[src/rtl/dual_instr_fetch.sv]
// Loadable instruction store that returns a registered instruction pair
// (mem[pc], mem[pc+1]) to the dual-issue core every unstalled RUN cycle.
module dual_instr_fetch #(
    parameter int              DEPTH    = 32,
    parameter int              AW       = 5,
    parameter int              DW       = 32,
    parameter logic [DW-1:0]   NOP_WORD = 32'h0000_0000
) (
    input  logic          clk,
    input  logic          rst_n,
    input  logic          load_valid_i,
    output logic          load_ready_o,
    input  logic [AW-1:0] load_addr_i,
    input  logic [DW-1:0] load_data_i,
    input  logic          start_i,
    input  logic          stop_i,
    input  logic [AW-1:0] pc_i,
    input  logic          stall_i,
    output logic [DW-1:0] instruction_1_o,
    output logic [DW-1:0] instruction_2_o,
    output logic          fetch_valid_o,
    output logic [15:0]   fetch_count_o
);

    typedef enum logic {
        LOAD = 1'b0,
        RUN  = 1'b1
    } state_t;

    localparam logic [AW-1:0] LAST_ADDR = AW'(DEPTH - 1);
    localparam logic [15:0]   CNT_MAX   = 16'hFFFF;

    state_t        state;
    state_t        state_next;
    logic [DW-1:0] mem [DEPTH];

    always_ff @(posedge clk or negedge rst_n) begin
        if (!rst_n) begin
            state <= LOAD;
        end else begin
            state <= state_next;
        end
    end

    always_comb begin
        state_next   = state;
        load_ready_o = 1'b0;
        case (state)
            LOAD: begin
                load_ready_o = 1'b1;
                if (start_i) state_next = RUN;
            end
            RUN: begin
                if (stop_i) state_next = LOAD;
            end
            default: state_next = LOAD;
        endcase
    end

    // The store is writable only while loading; a write alongside start_i still lands.
    always_ff @(posedge clk or negedge rst_n) begin
        if (!rst_n) begin
            for (int i = 0; i < DEPTH; i++) mem[i] <= NOP_WORD;
        end else if (state == LOAD && load_valid_i) begin
            mem[load_addr_i] <= load_data_i;
        end
    end

    always_ff @(posedge clk or negedge rst_n) begin
        if (!rst_n) begin
            instruction_1_o <= NOP_WORD;
            instruction_2_o <= NOP_WORD;
            fetch_valid_o   <= 1'b0;
            fetch_count_o   <= 16'h0000;
        end else begin
            case (state)
                LOAD: begin
                    instruction_1_o <= NOP_WORD;
                    instruction_2_o <= NOP_WORD;
                    fetch_valid_o   <= 1'b0;
                    if (start_i) fetch_count_o <= 16'h0000;
                end
                RUN: begin
                    // stop flushes even when stalled; the count survives until the next start
                    if (stop_i) begin
                        instruction_1_o <= NOP_WORD;
                        instruction_2_o <= NOP_WORD;
                        fetch_valid_o   <= 1'b0;
                    end else if (!stall_i) begin
                        instruction_1_o <= mem[pc_i];
                        instruction_2_o <= (pc_i == LAST_ADDR) ? NOP_WORD : mem[pc_i + AW'(1)];
                        fetch_valid_o   <= 1'b1;
                        if (fetch_count_o != CNT_MAX) fetch_count_o <= fetch_count_o + 16'd1;
                    end
                end
                default: begin
                    fetch_valid_o <= 1'b0;
                end
            endcase
        end
    end

endmodule

[config.mk]
export PLATFORM = sky130hd
export DESIGN_NAME = dual_instr_fetch
export DESIGN_NICKNAME = d
export VERILOG_FILES = /design/src/rtl/dual_instr_fetch.sv
export SDC_FILE = /design/constraint.sdc
export NUM_CORES = 2
export LEC_CHECK = 0
export ABC_AREA = 1
export BUFFER_PORTS_ARGS = -buffer_cell sky130_fd_sc_hd__clkbuf_2
export CAP_MARGIN = 20
export CORE_MARGIN = 2
export CORE_UTILIZATION = 50
export DETAILED_ROUTE_END_ITERATION = 10
export PLACE_DENSITY_LB_ADDON = 0.2
export SYNTH_ARGS = -nofsm -noshare
export SYNTH_HDL_FRONTEND = slang
export SYNTH_SLANG_ARGS = --single-unit
[constraint.sdc]
create_clock -name clk -period 1.9 [get_ports clk]
set_input_delay 0.095 -clock clk [delete_from_list [all_inputs] [get_ports clk]]
set_output_delay 0.095 -clock clk [all_outputs]
set_load 0.02 [all_outputs]
; Word-level counts from Yosys, hierarchy flattened
; Index checks and enable logic that the tools add are counted.
[op_classes]
n_bitwise = 4
n_mux = 28
n_reduce_logical = 3
magnitude_cmp = 4
eq_ne = 7
add_sub_neg = 2
[op_table]
columns = operator, count
row1 = $bwmux W1024, 1
row2 = $bmux W32 S5, 2
row3 = $mux W32, 10
row4 = $demux W32 S5, 1
row5 = $pmux W32 S2, 2
row6 = $mux W16, 4
row7 = $pmux W16 S2, 1
row8 = $ge A6 B6 Y1 const B, 3
row9 = $not A5 Y6, 3
row10 = $add A16 B1 Y16 const B, 1
row11 = $ne A16 B16 Y1 const B, 1
row12 = $lt A6 B1 Y1 const B, 1
row13 = $ne A2 B2 Y1 const B, 3
row14 = $add A5 B1 Y5 const B, 1
row15 = $eq A5 B5 Y1 const B, 1
row16 = $mux W1, 5
row17 = $pmux W1 S2, 2
row18 = $reduce_and A4 Y1, 1
row19 = $ne A3 B3 Y1 const B, 1
row20 = $logic_and A1 B1 Y1, 2
row21 = $ne A2 B1 Y1 const B, 1
row22 = $not A1 Y1, 1
[totals]
reg_bits = 1106
inputBits = 48

; Logic depth before layout (Yosys ltp)
[depth]
word_depth = 9
ltp_mapped = 13
depth_no_buf = 11

; Least setup slack after synthesis
; Ideal clock, no wire load.
[synth_timing]
path_type = input to register
startpoint = in pc_i[3]
endpoint = reg instruction_2_o[10]
n_path_buf = 4
setup_slack_ns = 0.009
arrival_time_ns = 1.773
required_ns = 1.782
path_stages = 11
cell_sequence = inv_1 > clkbuf_1 > clkbuf_1 > nor2_1 > ha_1 > clkbuf_1 > inv_1 > buf_1 > nand3_1 > nand3_1 > nand2_1
[synth_between]
elab_chain_len = 9
elab_cells_between_ends = 10
[synth_rtl]
columns = item, line_no
row1 = "start, declared", 17  ; input logic [AW-1:0] pc_i,
row2 = $add A5 B1 Y5, 91  ; instruction_2_o <= (pc_i == LAST_ADDR) ? NOP_WORD : mem[pc_i + AW'(1)];
row3 = $not A5 Y6 (implied by the code), 91
row4 = $bmux W32 S5, 91
row5 = $mux W32 (implied by the code) (2 in series), 91
row6 = $mux W32 (*), 91
row7 = $mux W32 (*), 89  ; end else if (!stall_i) begin
row8 = $mux W32 (*), 85  ; if (stop_i) begin
row9 = $pmux W32 S2 (*), 76  ; case (state)
row10 = "end signal, assigned", 91
row11 = "end, declared", 20  ; output logic [DW-1:0] instruction_2_o,
; Every way passes the cells marked *; elsewhere a longest branch is shown, timed or not. The select of a mux whose other input is x is not followed.
; A chain may end at the register's enable or synchronous reset.

; Final worst setup path
[layout_timing]
startpoint = reg state
endpoint = reg instruction_2_o[4]
[layout_between]
elab_chain_len = 2
elab_cells_between_ends = 3
[layout_rtl]
columns = item, line_no
row1 = "start, declared", 33  ; state_t state;
row2 = "start signal, assigned", 41  ; state <= state_next;
row3 = $not A1 Y1, 76
row4 = $pmux W32 S2, 76
; Parallel ways exist; a longest one is shown, timed or not.

==> flow_metrics.py <==
metrics = {
    "routing": {
        "viasPerCell": 5.79,
        "drcViolationCount": 0,
        "ant_nets": 0,
        "drt_iter0_markers": 8691,
        "vias": 63100,
        "wl_per_cell_microns": 21.5,
        "drt_wl_total_microns": 234000,
        "first_pass_iters": 8,
    },
    "worst_setup_path": {
        "cpPeakStageDelay_ns": 0.37,
        "worstSetupPathType": "reg -> reg",
        "end_kind": "flop",
        "cp-start-kind": "flop",
        "ff2ff_setup_slack_ns": 0.03,
        "crit_path_max_fanout": 7,
        "crit_required_ns": 2.62,
        "crit_slowest_cell": "dfrtp_1",
        "path_cells": "inv_1 -> nor2_2 -> inv_1 -> nor2_4 -> inv_2 -> nor2_4 -> buf_12 -> buf_12 -> nand3_1 -> nand2_1",
        "critical_path_arrival_ns": 2.58,
        "r2r-start": "state",
        "r2r_cells": 10,
        "rr_endpoint": "instruction_2_o[4]",
    },
    "final_layout": {
        "fin_util_pct": 59.0,
        "drive_above_1_share_pct": 10.7,
        "fillers": 11400,
        "diodes": 0,
        "nNetsFinal": 9209,
        "area_growth_syn_to_layout_pct": 17.3,
    },
    "power": {
        "leakagePower_nw": 35.9,
        "p_sw_mw": 22.2,
        "power_density_nw_per_um2": 962,
        "switching_share_pct": 31.6,
        "p_total_mw": 70.2,
        "seq_power_share_pct": 43.0,
        "clkPwrFrac_pct": 36.3,
        "p_comb_share_pct": 20.7,
        "ir_worst_vdd_uv": 1030,
        "internal_power_mw": 48.0,
    },
    "synth": {
        "avgSynthCellArea_sq_um": 6.80,
        "synth_top_cells_by_area": "dfrtp_1 44%, nand2_1 21%, nand3_1 14%",
        "yosysTopAreaCell": "dfrtp_1",
        "yosys_warnings": 0,
        "ys_dominant_reg_cell": "dfrtp_1",
        "syn-num-nets": 9200,
        "syn_area_sq_um": 62200,
        "synth-edff-count": 0,
        "yosysMostFrequentCell": "nand2_1",
        "async_flop_share_pct": 100,
        "yosysUniqueCellTypes": 23,
        "netlist_instances": 9149,
        "ys_seq_elements": 1106,
        "yosysTopAreaCellShare_pct": 44.5,
        "synth-seq-area-share_pct": 44.5,
        "synth_common_cells": "3449 x nand2_1, 1771 x nand3_1, 1106 x dfrtp_1",
    },
    "floorplanning": {
        "dieArea_sq_um": 127000,
        "ioPinCount": 130,
        "start_util_pct": 50.3,
        "rows": 129,
        "die_h_microns": 357,
        "fp.dieW_microns": 357,
        "core-area_sq_um": 124000,
    },
    "sta": {
        "fin_skew_ns": 0.0238,
        "fmax_mhz": 536,
        "slew_viol_final": 0,
        "hold_violations": 0,
        "finalSetupViolations": 0,
        "period_needed_ns": 1.87,
        "relSlewSlack_pct": 29.2,
        "setup_tns_ns": 0,
        "whs_ns": 0.0495,
        "tightest_slew_ns": 1.06,
        "period_share_pct": 98.2,
    },
    "cts": {
        "cts_tree": "yes",
        "clock_sinks": 1106,
        "root_buffer": "clkbuf_16",
        "path_clk_slew_ns": 0.06,
        "htree_levels": 4,
        "clockBufferDepth": 3,
        "cts_buffers": 132,
        "worstSkewPairLatency_ns": 0.78,
    },
    "global_route": {
        "use_met2_pct": 55.5,
        "antenna_found_initial": 7,
        "grt_pass1_vias": 57900,
        "met3_usage_pct": 7.72,
        "grt_max_degree": 89,
        "use_met1_pct": 49.5,
        "overflow": 0,
        "grt_usage_pct": 36.5,
        "grt_pass1_wl_microns": 355000,
        "busiest_layer": "met2",
    },
    "place": {
        "place_congestion": 0.901,
        "dp_hpwl_microns": 144000,
        "portBuffers": 129,
    },
    "flow_run": {
        "maxCapViolCount": 0,
    },
    "worst_hold_path": {
        "hold_end": "instruction_1_o[14]",
        "hold_path_class": "in -> reg",
        "holdPathStages": 7,
        "min_from": "stop_i",
    },
    "status": {
        "outcome": "finished, final reports clean",
    },
}
==> what timing repair did <==
action,in CTS,in global routing
hold buffers,43,0
buffers inserted,0,2
hold endpoints to repair,2177,0
gates cloned,0,1
pin swaps,0,1
endpoints found under the setup margin,4,24
resized for setup,2,4
==> cell families after synthesis <==
logic type	share of synthesized area (%)
buffers and inverters	9.25
xor gates and xnor gates	0.127
and+or+nand+nor	37.3
DFF	44.5
AOI/OAI and AO/OA	8.72
adders and majority gates	0.0604
==> layout by cell type, fill, tap and decap left out, types with 2 or more instances in the layout <==
cell type,netlist,routed
nor2_1,31,27
inv_4,0,2
dfrtp_1,1106,1106
o211ai_1,32,32
inv_2,1,3
buf_8,0,4
inv_6,0,4
nand4_1,3,3
xor2_1,8,7
buf_4,0,240
buf_12,0,203
nor2_4,0,3
nor3_2,4,4
bufinv_16,0,4
inv_1,763,755
clkbuf_2,0,123
inv_8,0,3
nand2_1,3449,3447
nand2_4,0,33
clkbuf_8,0,33
clkinv_2,0,22
clkinvlp_4,0,3
a21oi_1,5,5
o21ai_0,1028,1027
clkbuf_1,608,28
nor3_1,8,8
dlygate4sd3_1,0,43
clkbuf_16,0,139
or2_2,160,160
nand3_1,1771,1771
==> sequential cells by signal, summed over array words and instances (netlist names) <==
signal	count
fetch_count_o	16
fetch_valid_o	1
instruction_1_o	32
instruction_2_o	32
mem	1024
state	1
==> worst max-delay path by stage <==
| stage | end | cells after the start | slack (ns) | start |
|---|---|---|---|---|
| floorplan | instruction_2_o[10] | 11 | 0.009 | pc_i[3] |
| global route | instruction_2_o[4] | 10 | -0.01 | state |
| global placement | instruction_2_o[30] | 9 | 0.01 | state |
| finish | instruction_2_o[4] | 10 | 0.03 | state |
| CTS | instruction_2_o[4] | 10 | 0.02 | state |
| detailed placement | mem[540] | 8 | -0.008 | state |
==> critical path, delay by kind of cell, from the launching register on <==
| kind | cells | cell delay, ns |
|---|---|---|
| buffers and inverters | 5 | 0.57 |
| flip-flops | 1 | 0.37 |
| AND/OR/NAND/NOR | 5 | 0.84 |
==> layout make-up <==
cell class | instances | area (sq um) | area share (%)
clock buffers | 199 | 4010 | 5.50
clock inverters | 33 | 295 | 0.405
inverters | 765 | 2910 | 3.99
multi-input cells | 6537 | 29000 | 39.7
flip-flops and latches | 1106 | 27700 | 37.9
well taps | 1637 | 2050 | 2.81
repair buffers | 616 | 7010 | 9.61
==> through the flow <==
stage	cell area (sq um)	std cells	setup WS, ns
2_1_floorplan	62200	9149	0.00861
6_report	73000	10900	0.0347
3_3_place_gp	68200	10600	0.0144
3_5_place_dp	68200	10600	-0.00782
4_1_cts	72900	10900	0.0196
5_1_grt	73000	10900	-0.0135
==> layer usage <==
layer | vias up | routed length [microns]
met4 | 10 | 13100
met2 | 3537 | 101000
li1 | 29100 | -
met5 | - | 49
met1 | 29700 | 93700
met3 | 723 | 26100
==> power groups by stage <==
stage	sequential [mW]	combinational, mW	clock [mW]
after floorplan	29.8	9.51	0
after global placement	30.4	13.8	0
after detailed placement	30.5	14.2	0
after CTS	30.1	14.4	25.7
after global routing	30.7	16.4	26.7
final	30.2	14.5	25.5
(Power assumes the default switching activity.)
